<file path="src/rtl/boot_pkg.sv">
// Shared types and helpers for the post-reset boot loader.
// Holds the top and byte-transfer state encodings plus the command byte selector.
package boot_pkg;

    typedef enum logic [2:0] {
        CMD,
        ADR_H,
        ADR_L,
        RD_HI,
        RD_LO,
        WR,
        DONE,
        ERR
    } boot_state_t;

    typedef enum logic [1:0] {
        S_IDLE,
        S_LOAD,
        S_WAIT,
        S_UNLD
    } xfer_state_t;

    localparam logic [7:0] DUMMY_BYTE = 8'h00;

    // Byte shifted out for a given top state; read states clock out the dummy byte.
    function automatic logic [7:0] tx_byte_for(input boot_state_t st,
                                               input logic [7:0]  cmd,
                                               input logic [15:0] ofs);
        logic [7:0] b;
        case (st)
            CMD:     b = cmd;
            ADR_H:   b = ofs[15:8];
            ADR_L:   b = ofs[7:0];
            default: b = DUMMY_BYTE;
        endcase
        return b;
    endfunction

    function automatic logic is_xfer_state(input boot_state_t st);
        return (st == CMD) || (st == ADR_H) || (st == ADR_L) ||
               (st == RD_HI) || (st == RD_LO);
    endfunction

endpackage

</file>
<file path="src/rtl/spi_byte_xfer.sv">
// Single-byte SPI handshake: load pulse, bounded wait for spi_done, unload pulse.
// Owns the per-byte timeout counter.
module spi_byte_xfer
    import boot_pkg::*;
#(
    parameter int TIMEOUT = 255
) (
    input  logic       clk,
    input  logic       rst_n,
    input  logic       start,
    input  logic [7:0] tx_byte,
    output logic       spi_load,
    output logic       spi_unload,
    output logic [7:0] spi_din,
    input  logic [7:0] spi_dout,
    input  logic       spi_done,
    output logic [7:0] rx_byte,
    output logic       done,
    output logic       timeout
);

    localparam logic [8:0] TIMEOUT_W = 9'(TIMEOUT);

    xfer_state_t state;
    xfer_state_t state_next;
    logic [7:0]  wait_cnt;
    logic        last_wait;

    // last_wait marks the TIMEOUT-th cycle spent in S_WAIT
    assign last_wait = (({1'b0, wait_cnt} + 9'd1) == TIMEOUT_W);

    always_ff @(posedge clk or negedge rst_n) begin
        if (!rst_n) begin
            state    <= S_IDLE;
            wait_cnt <= 8'd0;
        end else begin
            state <= state_next;
            if (state == S_LOAD) begin
                wait_cnt <= 8'd0;
            end else if (state == S_WAIT) begin
                wait_cnt <= wait_cnt + 8'd1;
            end
        end
    end

    always_comb begin
        state_next = state;
        spi_load   = 1'b0;
        spi_unload = 1'b0;
        spi_din    = 8'h00;
        rx_byte    = 8'h00;
        done       = 1'b0;
        timeout    = 1'b0;
        case (state)
            S_IDLE: begin
                if (start) begin
                    state_next = S_LOAD;
                end
            end
            S_LOAD: begin
                spi_load   = 1'b1;
                spi_din    = tx_byte;
                state_next = S_WAIT;
            end
            S_WAIT: begin
                // A done arriving on the final allowed cycle still completes the byte
                if (spi_done) begin
                    state_next = S_UNLD;
                end else if (last_wait) begin
                    timeout    = 1'b1;
                    state_next = S_IDLE;
                end
            end
            S_UNLD: begin
                spi_unload = 1'b1;
                rx_byte    = spi_dout;
                done       = 1'b1;
                state_next = S_IDLE;
            end
            default: state_next = S_IDLE;
        endcase
    end

endmodule

</file>
<file path="src/rtl/boot_loader_ctrl.sv">
// Boot sequencer: reads WORDS 16-bit words from SPI flash into boot RAM,
// then hands the RAM bus to the CPU and releases its reset.
module boot_loader_ctrl
    import boot_pkg::*;
#(
    parameter int          WORDS     = 16,
    parameter logic [11:0] BASE_ADDR = 12'h000,
    parameter logic [7:0]  FLASH_CMD = 8'h03,
    parameter logic [15:0] FLASH_OFS = 16'h0000,
    parameter int          TIMEOUT   = 255
) (
    input  logic        clk,
    input  logic        rst_n,
    input  logic [11:0] cpu_addr,
    input  logic [15:0] cpu_dout,
    input  logic        cpu_rdwr,
    input  logic        cpu_en,
    output logic        cpu_rst_n,
    output logic        spi_load,
    output logic        spi_unload,
    output logic [7:0]  spi_din,
    input  logic [7:0]  spi_dout,
    input  logic        spi_done,
    output logic [11:0] mem_addr,
    output logic [15:0] mem_din,
    output logic        mem_we,
    output logic        mem_cs,
    output logic        boot_done,
    output logic        boot_err
);

    localparam logic [11:0] LAST_IDX = 12'(WORDS - 1);

    boot_state_t state;
    boot_state_t state_next;
    logic [11:0] idx;
    logic [7:0]  hi_byte;
    logic [7:0]  lo_byte;
    logic        cpu_rst_q;
    logic        boot_done_q;
    logic        boot_err_q;

    logic        xfer_start;
    logic [7:0]  xfer_tx;
    logic [7:0]  xfer_rx;
    logic        xfer_done;
    logic        xfer_timeout;

    assign xfer_start = is_xfer_state(state);
    assign xfer_tx    = tx_byte_for(state, FLASH_CMD, FLASH_OFS);

    spi_byte_xfer #(
        .TIMEOUT (TIMEOUT)
    ) u_xfer (
        .clk        (clk),
        .rst_n      (rst_n),
        .start      (xfer_start),
        .tx_byte    (xfer_tx),
        .spi_load   (spi_load),
        .spi_unload (spi_unload),
        .spi_din    (spi_din),
        .spi_dout   (spi_dout),
        .spi_done   (spi_done),
        .rx_byte    (xfer_rx),
        .done       (xfer_done),
        .timeout    (xfer_timeout)
    );

    always_ff @(posedge clk or negedge rst_n) begin
        if (!rst_n) begin
            state       <= CMD;
            idx         <= 12'd0;
            hi_byte     <= 8'h00;
            lo_byte     <= 8'h00;
            cpu_rst_q   <= 1'b0;
            boot_done_q <= 1'b0;
            boot_err_q  <= 1'b0;
        end else begin
            state <= state_next;
            if (state == RD_HI && xfer_done) begin
                hi_byte <= xfer_rx;
            end
            if (state == RD_LO && xfer_done) begin
                lo_byte <= xfer_rx;
            end
            if (state == WR) begin
                idx <= idx + 12'd1;
            end
            // Status flags are sticky until the next reset
            cpu_rst_q   <= cpu_rst_q   | (state_next == DONE);
            boot_done_q <= boot_done_q | (state_next == DONE);
            boot_err_q  <= boot_err_q  | (state_next == ERR);
        end
    end

    always_comb begin
        state_next = state;
        case (state)
            CMD: begin
                if (xfer_timeout)   state_next = ERR;
                else if (xfer_done) state_next = ADR_H;
            end
            ADR_H: begin
                if (xfer_timeout)   state_next = ERR;
                else if (xfer_done) state_next = ADR_L;
            end
            ADR_L: begin
                if (xfer_timeout)   state_next = ERR;
                else if (xfer_done) state_next = RD_HI;
            end
            RD_HI: begin
                if (xfer_timeout)   state_next = ERR;
                else if (xfer_done) state_next = RD_LO;
            end
            RD_LO: begin
                if (xfer_timeout)   state_next = ERR;
                else if (xfer_done) state_next = WR;
            end
            WR: begin
                state_next = (idx == LAST_IDX) ? DONE : RD_HI;
            end
            DONE:    state_next = DONE;
            ERR:     state_next = ERR;
            default: state_next = ERR;
        endcase
    end

    // The loader owns the RAM bus until DONE; afterwards the CPU drives it directly
    always_comb begin
        mem_addr = 12'h000;
        mem_din  = 16'h0000;
        mem_we   = 1'b0;
        mem_cs   = 1'b0;
        if (state == WR) begin
            mem_addr = BASE_ADDR + idx;
            mem_din  = {hi_byte, lo_byte};
            mem_we   = 1'b1;
            mem_cs   = 1'b1;
        end else if (state == DONE) begin
            mem_addr = cpu_addr;
            mem_din  = cpu_dout;
            mem_we   = cpu_rdwr & cpu_en;
            mem_cs   = cpu_en;
        end
    end

    assign cpu_rst_n = cpu_rst_q;
    assign boot_done = boot_done_q;
    assign boot_err  = boot_err_q;

endmodule

</file>
<file path="config.mk">
export PLATFORM = sky130hd
export DESIGN_NAME = boot_loader_ctrl
export DESIGN_NICKNAME = d
export VERILOG_FILES = /design/src/rtl/boot_pkg.sv /design/src/rtl/spi_byte_xfer.sv /design/src/rtl/boot_loader_ctrl.sv
export SDC_FILE = /design/constraint.sdc
export NUM_CORES = 1
export LEC_CHECK = 0
export ABC_AREA = 1
export CAP_MARGIN = 10
export CORE_UTILIZATION = 50
export DETAILED_ROUTE_END_ITERATION = 7
export DONT_BUFFER_PORTS = 1
export PLACE_DENSITY = 0.68
export SLEW_MARGIN = 20
export SYNTH_ARGS = -nofsm -noshare
export SYNTH_HDL_FRONTEND = slang
export SYNTH_SLANG_ARGS = --single-unit
</file>
<file path="constraint.sdc">
create_clock -name clk -period 1.6 [get_ports clk]
set_input_delay 0.32 -clock clk [delete_from_list [all_inputs] [get_ports clk]]
set_output_delay 0.32 -clock clk [all_outputs]
set_load 0.02 [all_outputs]
</file>
After elaboration in Yosys (flattened, before gate mapping)
Cells that the tools add are included.

Register bits after elaboration: 44. Word-level logic and storage cells: 76. Bits of input ports: 41.

Reduce and logical (&&, ||, !) cells: 10. Bitwise operators: 4. Equal/unequal tests: 16. Muxes and demuxes: 34. Add/sub/neg operators: 3.

Operators with widths (number): 3-bit two-way mux (11); 16-bit two-way mux (2); 12-bit two-way mux (2); 8-bit two-way mux (3); 3-bit one-hot mux with 8 select lines (1); 3-bit == test, second input constant (6); 12-bit by 1-bit adder with 12-bit output, second input constant (1); 12-bit by 4-bit == test with 1-bit output, second input constant (1); 2-bit two-way mux (5); 8-bit by 1-bit adder with 9-bit output, second input constant (1); 9-bit by 8-bit == test with 1-bit output, second input constant (1); 1-bit two-way mux (9); 8-bit by 1-bit adder with 8-bit output, second input constant (1); 2-bit one-hot mux with 4 select lines (1); 3-bit by 2-bit == test with 1-bit output, second input constant (2); 2-bit == test, second input constant (2); 1-bit logical OR (4); 3-bit by 1-bit == test with 1-bit output, second input constant (1); 3-bit zero test (1); 3-bit by 2-bit != test with 1-bit output, second input constant (1); 1-bit OR (3); 2-bit by 1-bit == test with 1-bit output, second input constant (1); 1-bit logical AND (2); 2-bit zero test (1); 4 further kinds (4).

Logic depth before layout (Yosys ltp)
Depth in word-level cells: 9. Depth in mapped cells: 15. Gate-level depth less buffers: 15.

Cells and area by module
From an unflattened synthesis, not the netlist that was laid out.

Cell total of the unflattened synthesis: 384. Area total of the unflattened synthesis: 2730.1 sq um.

Modules (own cells, without submodules): boot_loader_ctrl (area an instance 1923.1 sq um, instances 1, cells an instance 256); spi_byte_xfer (area an instance 807.0 sq um, instances 1, cells an instance 128).

Worst setup path after synthesis
Ideal clock, no wire load.

Path kind: flip-flop to output port. From: reg state[2]. To: out spi_din[1]. Stages on the path, launching flop included: 6. Path buffers: 4. Data required time: 1.280 ns. Arrival: 1.758 ns. Setup slack: -0.478 ns. Path through: dfrtp_1 -> buf_2 -> buf_1 -> buf_2 -> nor3_1 -> buf_4.

Word-level cells in the longest chain between the ends: 3.

Ends and longest elaborated chain: from (decl) (RTL line boot_loader_ctrl.sv:34) `boot_state_t state;`; from (signal assigned) (RTL line boot_loader_ctrl.sv:79) `state <= state_next;`; 3-bit zero test (RTL line boot_pkg.sv:30) `case (st)`; 2-bit two-way mux (RTL line boot_pkg.sv:30); 2-bit two-way mux (RTL line spi_byte_xfer.sv:54) `case (state)`; to (decl) (RTL line boot_loader_ctrl.sv:21) `output logic [7:0] spi_din,`.

No other way between the ends.

Final worst setup path
From: reg state[1]. To: reg cpu_rst_q, in the netlist cpu_rst_n.

RTL lines: 3-bit == test (tied with other cells) (RTL line boot_loader_ctrl.sv:98) `case (state)`; 3-bit one-hot mux with 8 select lines (*) (RTL line boot_loader_ctrl.sv:98); named net state_next[2] (RTL line boot_loader_ctrl.sv:35) `boot_state_t state_next;`; 3-bit == test (*) (RTL line boot_loader_ctrl.sv:90) `cpu_rst_q <= cpu_rst_q | (state_next == DONE);`; 1-bit OR (*) (RTL line boot_loader_ctrl.sv:90); to (signal assigned) (RTL line boot_loader_ctrl.sv:90); to (decl) (RTL line boot_loader_ctrl.sv:39) `logic cpu_rst_q;`.

The timed path passes the listed nets; every way through them passes the cells marked *. A chain may end at the register's enable or synchronous reset.

==> results.py <==
metrics = {
    "cells_and_area": {
        "area_growth_pct": 53.0,
        "layout_common_cells": "inv_1, buf_4, nand2_1",
        "antenna_cells": 0,
        "nets": 491,
        "layout_commonest_cell": "inv_1",
        "drive_gt1_share_pct": 42.3,
        "fin_cells": 512,
        "fin_area_mm2": 0.00422,
    },
    "min_path": {
        "hp-class": "in -> reg",
    },
    "place": {
        "gp_congestion": 0.907,
        "place_inst": 485,
        "dp_hpwl_mm": 4.40,
        "postPlaceCellArea_mm2": 0.00341,
        "io_buffers": 0,
    },
    "timing": {
        "finalSetupViolations": 44,
        "period_share_pct": 119,
        "fin_ws_ns": -0.300,
        "fmax_mhz": 526,
        "period_needed_ns": 1.90,
        "hold_slack_ns": 0.188,
        "hold_viol_final": 0,
        "rsz0062_at_grt": "true",
        "drv_slew": 0,
        "fin_worst_skew_ns": 0.0125,
    },
    "cts": {
        "clk_pin_slew_ns": 0.09,
        "clk_latency_ns": 0.30,
        "cts_tree": "built",
        "cts_sinks": 44,
        "clockBufferDepth": 2,
        "cts_buffers": 5,
        "htreeDepth": 2,
        "clockRootBuffer": "clkbuf_8",
    },
    "routing": {
        "dr.pass1.iters": 4,
        "post_drt_wl_per_cell_um": 15.5,
        "drc": 0,
        "wl_mm": 7.93,
        "drt_iter0_markers": 136,
        "num_vias": 2731,
        "vias_per_cell": 5.33,
        "detail-route-antenna-nets": 0,
    },
    "yosys": {
        "yosysWarnings": 0,
        "syn_area_per_cell_um2": 7.66,
        "netlist_instances": 360,
        "yosys.cell_types.count": 34,
        "ys.flop_type": "dfrtp_1",
        "synth_edf_count": 0,
        "yosysSeqAreaShare_pct": 39.9,
        "async_flop_share_pct": 100,
        "ys_ff_latch": 44,
        "syn_area_mm2": 0.00276,
    },
    "critical_path": {
        "path_class": "reg -> reg",
        "crit_path_top_delay_cell": "dfrtp_2",
        "crit_path_start_kind": "register",
        "path_cells": "nor2_8, buf_4, buf_4, o31ai_2, a21boi_0, nand3_2, nand2_2, inv_2, nand2_2, nand2_1",
        "ff2ff_setup_slack_ns": -0.30,
        "max_stage_delay_ns": 0.48,
        "worst-path-buf-inv": 3,
        "endpoint_kind": "register",
        "cp_max_fo": 4,
        "required_ns": 1.79,
        "crit_family": "simple AND/OR/NAND/NOR gates",
        "arrival_ns": 2.09,
    },
    "grt": {
        "busiest_layer": "met2",
        "use_met1_pct": 28.0,
        "grt_pass1_vias": 2488,
        "grt_max_degree": 45,
        "overflow": 0,
        "grt_use_total_pct": 22.9,
        "antenna_found_initial": 0,
        "grt_first_pass_wirelength_mm": 10.9,
        "met3_usage_pct": 3.71,
        "met2_usage_pct": 40.9,
    },
    "flow_run": {
        "maxCapViolations": 0,
    },
    "power_and_ir_drop": {
        "power-per-cell-area_mw_per_mm2": 1790,
        "peakVddDrop_v": 0.00122,
        "leakagePower_nw": 2.02,
        "power_mw": 7.57,
    },
    "die": {
        "die_h_um": 76.3,
        "start_util_pct": 53.0,
        "coreArea_mm2": 0.00520,
        "num_rows": 26,
        "dieWidth_um": 76.3,
        "ios": 84,
        "fp.dieArea_mm2": 0.00581,
    },
    "outcome": {
        "run_status": "finished, violations left",
        "violations": "negative setup slack",
    },
}
cell usage after synthesis (6+ instances only):
cell type	count	area share, %
inv_1	69	9.4
nand2_1	62	8.4
dfrtp_1	44	40
o21ai_0	39	7.1
nand3_1	34	6.2
o22ai_1	17	3.9
nor2_1	11	1.5
xor2_1	10	3.2
buf_4	8	2.2
ha_1	8	3.6
clkbuf_1	7	0.95
nand3_2	6	2.2
path summary, 6_finish.rpt:
check,from,to,depth (start not counted)
hold reg to reg,hi_byte[1],hi_byte[1],2
setup / recovery,state[1],cpu_rst_n,10
min in group asynchronous,rst_n,hi_byte[4],2
setup reg to reg,state[1],cpu_rst_n,10
hold / removal,spi_dout[2],hi_byte[2],2
max in group asynchronous,rst_n,state[1],2
flip-flops by register name (all words and copies together), names as in the netlist:
register	cells
boot_err	1
lo_byte	8
u_xfer.wait_cnt	8
hi_byte	8
state	3
cpu_rst_n	1
u_xfer.state	2
idx	12
boot_done	1
stage by stage:
step	utilization, %	setup slack [ns]	TNS [ns]
2_1_floorplan	-	-0.0938	-1.67
3_3_place_gp	65.5	-0.0803	-0.341
3_5_place_dp	65.5	-0.147	-0.599
4_1_cts	71.5	-0.155	-4.65
5_1_grt	81.0	-0.367	-11.00
6_report	81.0	-0.300	-8.16
cell families (layout without fill, tap and decap cells):
family / Yosys count / after routing / synth area share (%)
fa+ha+maj: 8 / 8 / 3.63
compound gates: 67 / 67 / 13.4
flops: 44 / 44 / 39.9
simple gates: 136 / 136 / 25.6
other cells: 1 / 6 / 0.136
xor+xnor: 10 / 10 / 3.18
buf+inv: 94 / 171 / 14.0
power by group:
part | internal, mW | leakage [nW] | switching, mW
Combinational | 2.31 | 1.44 | 2.72
Clock | 0.298 | 0.0410 | 0.391
Sequential | 1.50 | 0.534 | 0.354
cell type report:
cell class / count / area (um^2)
fill: 321 / 987
clock buffer: 6 / 72.6
clock inverter: 1 / 5.00
tap: 70 / 87.6
sequential: 44 / 1110
inverter: 74 / 280
timing repair buffer: 90 / 945
multi-input combinational: 227 / 1720
routing by layer:
metal	part of all wire (%)	up-vias	wire (um)
met5	0	-	0
met4	3.5	0	281
met3	4.4	26	351
met2	52	103	4120
met1	40	1292	3180
li1	-	1310	-
worst register-to-register path, cell delays in order (launching register included):
cell	delay, ns
dfrtp_2	0.48
nor2_8	0.20
buf_4	0.13
buf_4	0.10
o31ai_2	0.09
a21boi_0	0.33
nand3_2	0.18
nand2_2	0.12
inv_2	0.04
nand2_2	0.05
nand2_1	0.05
repair_timing:
item / CTS / global route
hold buffers: 2 / 0
buffers inserted: 7 / 6
gates resized for setup: 39 / 74
hold endpoints to repair: 44 / 0
gates cloned: 1 / 4
pin swaps: 2 / 7
setup endpoints to repair: 38 / 45
Power figures use the tool's default switching activity.
